===== src/rtl/sync_fifo_pkg.sv =====
// sync_fifo_pkg: default sizes, level type and configuration check for sync_fifo_prog
package sync_fifo_pkg;
  localparam int DEF_WIDTH = 8;
  localparam int DEF_ADDR = 4;
  localparam int DEF_DEPTH = 16;
  localparam int DEF_AFULL_TH = 12;
  localparam int DEF_AEMPTY_TH = 4;
  typedef logic [DEF_ADDR:0] level_t;
  function automatic bit cfg_ok(int addr, int depth, int afull_th, int aempty_th);
    return depth == (1 << addr) && afull_th >= 1 && afull_th <= depth &&
           aempty_th >= 0 && aempty_th < depth;
  endfunction
endpackage


===== src/rtl/sync_fifo_prog_if.sv =====
// sync_fifo_prog_if: write/read handshake, status and error signals of sync_fifo_prog
//   master drives i_winc/i_WR_Data/i_rinc/i_clr_err and observes the o_* outputs;
//   slave (the FIFO) is the reverse.
interface sync_fifo_prog_if import sync_fifo_pkg::*; #(
  parameter int WIDTH = DEF_WIDTH,
  parameter int ADDR = DEF_ADDR
) ();
  logic i_winc;
  logic [WIDTH-1:0] i_WR_Data;
  logic i_rinc;
  logic i_clr_err;
  logic [WIDTH-1:0] o_RD_Data;
  logic o_wfull;
  logic o_rempty;
  logic o_afull;
  logic o_aempty;
  logic [ADDR:0] o_level;
  logic o_ovf;
  logic o_udf;
  modport master (
    output i_winc, i_WR_Data, i_rinc, i_clr_err,
    input o_RD_Data, o_wfull, o_rempty, o_afull, o_aempty, o_level, o_ovf, o_udf
  );
  modport slave (
    input i_winc, i_WR_Data, i_rinc, i_clr_err,
    output o_RD_Data, o_wfull, o_rempty, o_afull, o_aempty, o_level, o_ovf, o_udf
  );
endinterface


===== src/rtl/fifo_mem.sv =====
// fifo_mem: DEPTH x WIDTH register array, one synchronous write port, one asynchronous read port
//   clk, we/waddr/wdata (write), raddr -> rdata (read). Contents are not reset.
module fifo_mem #(
  parameter int WIDTH = 8,
  parameter int ADDR = 4,
  parameter int DEPTH = 16
) (
  input  logic clk,
  input  logic we,
  input  logic [ADDR-1:0] waddr,
  input  logic [WIDTH-1:0] wdata,
  input  logic [ADDR-1:0] raddr,
  output logic [WIDTH-1:0] rdata
);
  logic [WIDTH-1:0] mem_q [DEPTH];
  always_ff @(posedge clk) begin
    if (we) mem_q[waddr] <= wdata;
  end
  assign rdata = mem_q[raddr];
endmodule


===== src/rtl/sync_fifo_prog.sv =====
// sync_fifo_prog: single-clock FIFO with level, programmable almost flags and sticky ovf/udf
//   i_clk, i_rst (sync, active-high), bus (sync_fifo_prog_if.slave): write/read requests,
//   error clear, read data, full/empty/almost flags, level, overflow/underflow.
//   Define SYNC_FIFO_FWFT_EN for a first-word-fall-through read port; default is a
//   registered read port with 1-cycle latency.
module sync_fifo_prog import sync_fifo_pkg::*; #(
  parameter int WIDTH = DEF_WIDTH,
  parameter int ADDR = DEF_ADDR,
  parameter int DEPTH = DEF_DEPTH,
  parameter int AFULL_TH = DEF_AFULL_TH,
  parameter int AEMPTY_TH = DEF_AEMPTY_TH
) (
  input logic i_clk,
  input logic i_rst,
  sync_fifo_prog_if.slave bus
);
  if (!cfg_ok(ADDR, DEPTH, AFULL_TH, AEMPTY_TH)) begin : g_cfg_err
    $error("sync_fifo_prog: DEPTH must be 2**ADDR and thresholds in range");
  end
  localparam logic [ADDR:0] ONE = {{ADDR{1'b0}}, 1'b1};
  localparam logic [ADDR:0] FULL_LVL = {1'b1, {ADDR{1'b0}}};
  localparam logic [ADDR:0] AF_LVL = (ADDR+1)'(AFULL_TH);
  localparam logic [ADDR:0] AE_LVL = (ADDR+1)'(AEMPTY_TH);
  logic [ADDR:0] wptr_q, wptr_d, rptr_q, rptr_d, level_q, level_d;
  logic ovf_q, ovf_d, udf_q, udf_d, full, empty, we, re;
  logic [WIDTH-1:0] mem_rd;
  // Flags decode from the registered level only, so they never glitch.
  always_comb begin
    full = level_q == FULL_LVL;
    empty = level_q == '0;
    we = bus.i_winc && !full;
    re = bus.i_rinc && !empty;
    wptr_d = we ? wptr_q + ONE : wptr_q;
    rptr_d = re ? rptr_q + ONE : rptr_q;
    level_d = (we && !re) ? level_q + ONE : (re && !we) ? level_q - ONE : level_q;
    ovf_d = (bus.i_winc && full) || (ovf_q && !bus.i_clr_err);
    udf_d = (bus.i_rinc && empty) || (udf_q && !bus.i_clr_err);
  end
  always_ff @(posedge i_clk) begin
    if (i_rst) begin
      wptr_q <= '0;
      rptr_q <= '0;
      level_q <= '0;
      ovf_q <= 1'b0;
      udf_q <= 1'b0;
    end else begin
      wptr_q <= wptr_d;
      rptr_q <= rptr_d;
      level_q <= level_d;
      ovf_q <= ovf_d;
      udf_q <= udf_d;
    end
  end
  fifo_mem #(.WIDTH(WIDTH), .ADDR(ADDR), .DEPTH(DEPTH)) u_mem (
    .clk(i_clk),
    .we(we && !i_rst),
    .waddr(wptr_q[ADDR-1:0]),
    .wdata(bus.i_WR_Data),
    .raddr(rptr_q[ADDR-1:0]),
    .rdata(mem_rd)
  );
`ifdef SYNC_FIFO_FWFT_EN
  assign bus.o_RD_Data = mem_rd;
`else
  logic [WIDTH-1:0] rd_data_q, rd_data_d;
  always_comb rd_data_d = re ? mem_rd : rd_data_q;
  always_ff @(posedge i_clk) begin
    if (i_rst) rd_data_q <= '0;
    else rd_data_q <= rd_data_d;
  end
  assign bus.o_RD_Data = rd_data_q;
`endif
  assign bus.o_wfull = full;
  assign bus.o_rempty = empty;
  assign bus.o_afull = level_q >= AF_LVL;
  assign bus.o_aempty = level_q <= AE_LVL;
  assign bus.o_level = level_q;
  assign bus.o_ovf = ovf_q;
  assign bus.o_udf = udf_q;
endmodule


===== src/flat_wrapper.sv =====
// flat-port wrapper written by rule: the top's interface ports become plain ports
module sync_fifo_prog_flat import sync_fifo_pkg::*;
#(
  parameter int WIDTH = DEF_WIDTH,
  parameter int ADDR = DEF_ADDR,
  parameter int DEPTH = DEF_DEPTH,
  parameter int AFULL_TH = DEF_AFULL_TH,
  parameter int AEMPTY_TH = DEF_AEMPTY_TH
)
  (i_clk, i_rst, bus_i_winc, bus_i_WR_Data, bus_i_rinc, bus_i_clr_err, bus_o_RD_Data, bus_o_wfull, bus_o_rempty, bus_o_afull, bus_o_aempty, bus_o_level, bus_o_ovf, bus_o_udf);
  sync_fifo_prog_if #(.WIDTH(WIDTH), .ADDR(ADDR)) bus_i ();
  input logic i_clk;
  input logic i_rst;
  input wire logic [$bits(bus_i.i_winc)-1:0] bus_i_winc;
  input wire logic [$bits(bus_i.i_WR_Data)-1:0] bus_i_WR_Data;
  input wire logic [$bits(bus_i.i_rinc)-1:0] bus_i_rinc;
  input wire logic [$bits(bus_i.i_clr_err)-1:0] bus_i_clr_err;
  output wire logic [$bits(bus_i.o_RD_Data)-1:0] bus_o_RD_Data;
  output wire logic [$bits(bus_i.o_wfull)-1:0] bus_o_wfull;
  output wire logic [$bits(bus_i.o_rempty)-1:0] bus_o_rempty;
  output wire logic [$bits(bus_i.o_afull)-1:0] bus_o_afull;
  output wire logic [$bits(bus_i.o_aempty)-1:0] bus_o_aempty;
  output wire logic [$bits(bus_i.o_level)-1:0] bus_o_level;
  output wire logic [$bits(bus_i.o_ovf)-1:0] bus_o_ovf;
  output wire logic [$bits(bus_i.o_udf)-1:0] bus_o_udf;
  assign bus_i.i_winc = bus_i_winc;
  assign bus_i.i_WR_Data = bus_i_WR_Data;
  assign bus_i.i_rinc = bus_i_rinc;
  assign bus_i.i_clr_err = bus_i_clr_err;
  assign bus_o_RD_Data = bus_i.o_RD_Data;
  assign bus_o_wfull = bus_i.o_wfull;
  assign bus_o_rempty = bus_i.o_rempty;
  assign bus_o_afull = bus_i.o_afull;
  assign bus_o_aempty = bus_i.o_aempty;
  assign bus_o_level = bus_i.o_level;
  assign bus_o_ovf = bus_i.o_ovf;
  assign bus_o_udf = bus_i.o_udf;
  sync_fifo_prog #(.WIDTH(WIDTH), .ADDR(ADDR), .DEPTH(DEPTH), .AFULL_TH(AFULL_TH), .AEMPTY_TH(AEMPTY_TH)) u_core (.i_clk(i_clk), .i_rst(i_rst), .bus(bus_i));
endmodule

===== config.mk =====
export PLATFORM = sky130hd
export DESIGN_NAME = sync_fifo_prog_flat
export DESIGN_NICKNAME = d
export VERILOG_FILES = /design/src/rtl/sync_fifo_pkg.sv /design/src/rtl/sync_fifo_prog_if.sv /design/src/rtl/fifo_mem.sv /design/src/rtl/sync_fifo_prog.sv /design/src/flat_wrapper.sv
export SDC_FILE = /design/constraint.sdc
export NUM_CORES = 1
export LEC_CHECK = 0
export CELL_PAD_IN_SITES_DETAIL_PLACEMENT = 0
export CELL_PAD_IN_SITES_GLOBAL_PLACEMENT = 1
export CORE_ASPECT_RATIO = 1.75
export CORE_MARGIN = 1
export CORE_UTILIZATION = 51
export DETAILED_ROUTE_END_ITERATION = 12
export GPL_ROUTABILITY_DRIVEN = 0
export PLACE_DENSITY = 0.87
export SYNTH_ARGS = -nofsm -noshare
export SYNTH_HDL_FRONTEND = slang
export SYNTH_HIERARCHICAL = 1
export SYNTH_SLANG_ARGS = --single-unit

===== constraint.sdc =====
create_clock -name i_clk -period 3.62 [get_ports i_clk]
set_input_delay 0.362 -clock i_clk [delete_from_list [all_inputs] [get_ports i_clk]]
set_output_delay 0.362 -clock i_clk [all_outputs]
set_load 0.005 [all_outputs]

==> summary.md <==
| Metric | Value |
|---|---|
| Final routed DRC violation total | `6` |
| Worst-path fanout max | `8` |
| Syn Inst Count | `340` |
| CP bufs+invs | `0` |
| Gr ovfl total | `0` |
| Post-Syn Area | `6111 sq um` |
| Power Dens Cells | `just under 700 nW/um^2` |
| Clk slew on worst S/H paths | `about 60 ps` |
| Unique masters post-synth | `40` |
| Initial Utilization | `52.47%` |
| Layout cell share with drive strength beyond 1 | `around a fifth` |
| Routed wl met2 | `6.921 mm` |
| Root Buffer | `clkbuf_16` |
| Max Clock Skew | `18.18 ps` |
| Internal power | `3.685 mW` |
| Clock buffer depth | `2` |
| Sequential share of power | `41.8%` |
| Via count | `3,201` |
| Failing checks | `design-rule violations` |
| Net count after synthesis | `360` |
| Initial antenna violation count | `0` |
| Global-route wire length before repair | `18.33 mm` |
| # hold bufs at CTS | `0` |
| Chip height | `146.8 um` |
| Worst VDD drop | `0.3140 mV` |
| Clk network pwr share | `36.3%` |
| Worst Setup EP | `u_core/bus.o_level[4]` |
| Worst path arrival time | `between 3000 and 4000 ps` |
| RSZ-0062 raised after global routing | `false` |
| Post-synth top area cell | `edfxtp_1` |
| Routed wire length per instance | `21.94 um` |
| Final hold violations | `0` |
| Comb pwr share | `22.0%` |
| Ports | `32` |
| P&R area growth vs syn | `18.22%` |
| Fin Setup TNS | `0 ps` |
| Syn avg cell area | `17.97 sq um` |
| Post-CTS Repair Setup Buffers | `0` |
| Iter 0 DRT Violations | `214` |
| M1 wire length | `4.470 mm` |
| Post-route antenna net violation count | `0` |
| Clk Latency, worst-skew pair | `between 400 and 500 ps` |
| WS Path Type | `flip-flop to flip-flop` |
| WP depth | `8` |
| Diode count | `0` |
| Critical Path End Type | `flip-flop` |
| Max layer used | `met4` |
| GRT Overall Usage | `a little over a fifth` |
| Max stage delay on crit path | `720 ps` |
| Core footprint | `about 12,000 sq um` |
| Final setup fails | `0` |
| Dpl cells | `just over 500` |
| Largest net degree at the start of global routing | `36` |
| Worst reg2reg startpoint | `u_core/bus.o_level[0]` |
| HPWL Detailed | `just under 8 mm` |
| Clock Sinks | `between 150 and 200` |
| Worst Reg-to-Reg Cells | `8` |
| Std cell rows | `52` |
| Final period util | `approximately 84%` |
| Share of the synthesized area in the top cell type | `62.90%` |
| Top delay family on crit path | `simple AND/OR/NAND/NOR gates` |
| R2R Setup Slk | `570 ps` |
| # Max-Cap Violations | `0` |
| Synth area leaders | `edfxtp_1, dfxtp_1, mux4_2` |
| Max-slew violation count | `0` |
| Req. time, crit path | `a little under 4000 ps` |
| Leak pwr | `2.484 nW` |
| CP max-delay cell | `or4_1` |
| Nets | `~420` |
| Register area share after synthesis | `70.43%` |
| Crit-path cells | `or4_1 > o21a_1 > ha_1 > fa_1 > nand2b_1 > a21oi_1 > mux2i_1 > mux2_2` |
| Drt via density | `5.884` |
| Switching power | `approximately 1.3 mW` |
| Die X | `roughly 85 um` |
| Min Clock Period, post-route | `roughly 3100 ps` |
| Startpoint Class | `flip-flop` |
| CTS buffer count | `17` |
| Status | `complete, but fails checks` |
| Number of port buffers | `31` |
| H-tree level count | `4` |
| Worst slew pin tran | `about 770 ps` |
| Vias in the first global route | `3,330` |
| Hold crit path type | `flip-flop to flip-flop` |
| #FFs+latches synth | `151` |
| Worst Setup SP | `u_core/bus.o_level[0]` |
| Slew margin rel. | `48.49%` |
| Yosys warns | `6` |
| Non-Filler Instances | `544` |
| RR Endpoint | `u_core/bus.o_level[4]` |
| Detailed-route wire length | `11.94 mm` |
| Die ar. | `12,440 sq um` |
| TritonCTS clock tree | `built` |
| CTS resizes | `0` |
| Routed met3 length | `418 um` |
| Max frequency | `327.6 MHz` |
| First-pass DRT Iterations | `9` |
| Switch share | `26.40%` |
==> worst min-delay path by stage <==
stage,cells after the start,start,slack [ps],to
2_1_floorplan,0,bus_i_WR_Data[0],460,u_core/u_mem/mem_q[0][0]
3_3_place_gp,2,u_core/bus.o_RD_Data[4],480,u_core/bus.o_RD_Data[4]
3_5_place_dp,2,u_core/bus.o_RD_Data[4],500,u_core/bus.o_RD_Data[4]
4_1_cts,2,u_core/bus.o_RD_Data[4],510,u_core/bus.o_RD_Data[4]
5_1_grt,2,u_core/bus.o_RD_Data[4],550,u_core/bus.o_RD_Data[4]
6_report,2,u_core/bus.o_RD_Data[4],500,u_core/bus.o_RD_Data[4]
==> sequential cells by signal (all words and copies together), names as in the netlist <==
signal                cells
u_core/bus.o_RD_Data      8
u_core/bus.o_level        5
u_core/bus.o_udf          1
u_core/bus.o_ovf          1
u_core/u_mem/mem_q      128
u_core/rptr_q             4
u_core/wptr_q             4
==> power groups by stage <==
| stage | logic, mW | clock network [mW] | registers, mW |
|---|---|---|---|
| floorplan | 0.835 | 0 | 2.09 |
| global placement | 1.09 | 0 | 2.12 |
| detailed placement | 1.11 | 0 | 2.13 |
| CTS | 1.11 | 1.84 | 2.10 |
| global route | 1.19 | 1.91 | 2.11 |
| finish | 1.10 | 1.82 | 2.09 |
==> metal layers <==
metal	vias up	track usage [%]
li1	1459	-
met1	1642	22.34
met2	90	38.05
met3	10	4.663
met4	0	10.17
met5	-	0
==> synthesized netlist by cell type <==
cell type / instances
nor4bb_1: 1
o21ai_4: 1
fa_1: 1
a21oi_1: 4
or3b_2: 1
o21a_1: 2
buf_4: 1
nor3_1: 5
mux4_1: 14
dfxtp_1: 23
xnor2_1: 1
nand3_1: 1
nor2b_1: 2
mux4_2: 18
a22oi_1: 18
buf_6: 4
or4_1: 1
nor2_1: 45
clkdlybuf4s25_2: 3
o211ai_1: 4
and2b_1: 1
mux2i_1: 11
clkbuf_1: 2
nand2_1: 12
and2_1: 1
nand3b_1: 2
inv_1: 5
clkbuf_8: 1
nor4_1: 1
buf_12: 1
nand2b_1: 3
edfxtp_1: 128
and3_1: 2
or3_1: 1
a21o_2: 1
buf_2: 3
xor2_1: 7
ha_1: 6
mux2_2: 1
dlygate4sd1_1: 1
==> area by class of cell <==
cell class                      count  area [sq um]
Inverter                            5         18.77
Clock buffer                       17         425.4
Clock inverter                     15         190.2
Sequential cell                   151          4305
Timing Repair Buffer               53         475.5
Tap cell                          135         168.9
Fill cell                         788          4422
Multi-Input combinational cell    168          1640
==> worst register-to-register path: stages (launching register included) <==
cell and delay [ps]:
dfxtp_1 360, or4_1 720, o21a_1 310, ha_1 260
fa_1 410, nand2b_1 160, a21oi_1 150, mux2i_1 230
mux2_2 350
==> layout by cell type, fill, tap and decap left out, drive strengths merged, types with 2 or more instances in the layout <==
| master | instances |
|---|---|
| a21oi | 4 |
| a22oi | 18 |
| and3 | 2 |
| buf | 22 |
| bufinv | 3 |
| clkbuf | 17 |
| clkdlybuf4s50 | 31 |
| clkinv | 3 |
| clkinvlp | 3 |
| dfxtp | 23 |
| edfxtp | 128 |
| ha | 6 |
| inv | 11 |
| mux2i | 11 |
| mux4 | 32 |
| nand2 | 12 |
| nand2b | 3 |
| nand3b | 2 |
| nor2 | 45 |
| nor2b | 2 |
| nor3 | 5 |
| o211ai | 4 |
| o21a | 2 |
| xor2 | 7 |
==> cells by family after synthesis <==
group,Yosys count,synth area share (%)
adders and majority gates,7,1.556
AOI/OAI and AO/OA,30,3.686
muxes,44,14.64
and+or+nand+nor,79,5.815
xor gates and xnor gates,8,1.147
buffers and inverters,21,2.723
DFF,151,70.43
==> stage by stage <==
stage | cell area (sq um) | hold slack [ps] | total power [mW] | setup slack, ps | util [%]
after floorplan | 6111 | 460.9 | 2.922 | 811.2 | -
after global placement | 6609 | 477.2 | 3.211 | 643.9 | 56.75
after detailed placement | 6609 | 495.2 | 3.238 | 566.5 | 56.75
after CTS | 7224 | 510.3 | 5.047 | 548.8 | 62.03
after global routing | 7224 | 545.4 | 5.210 | 447.9 | 62.03
final | 7224 | 503.2 | 5.007 | 567.5 | 62.03
(Power assumes the default switching activity.)
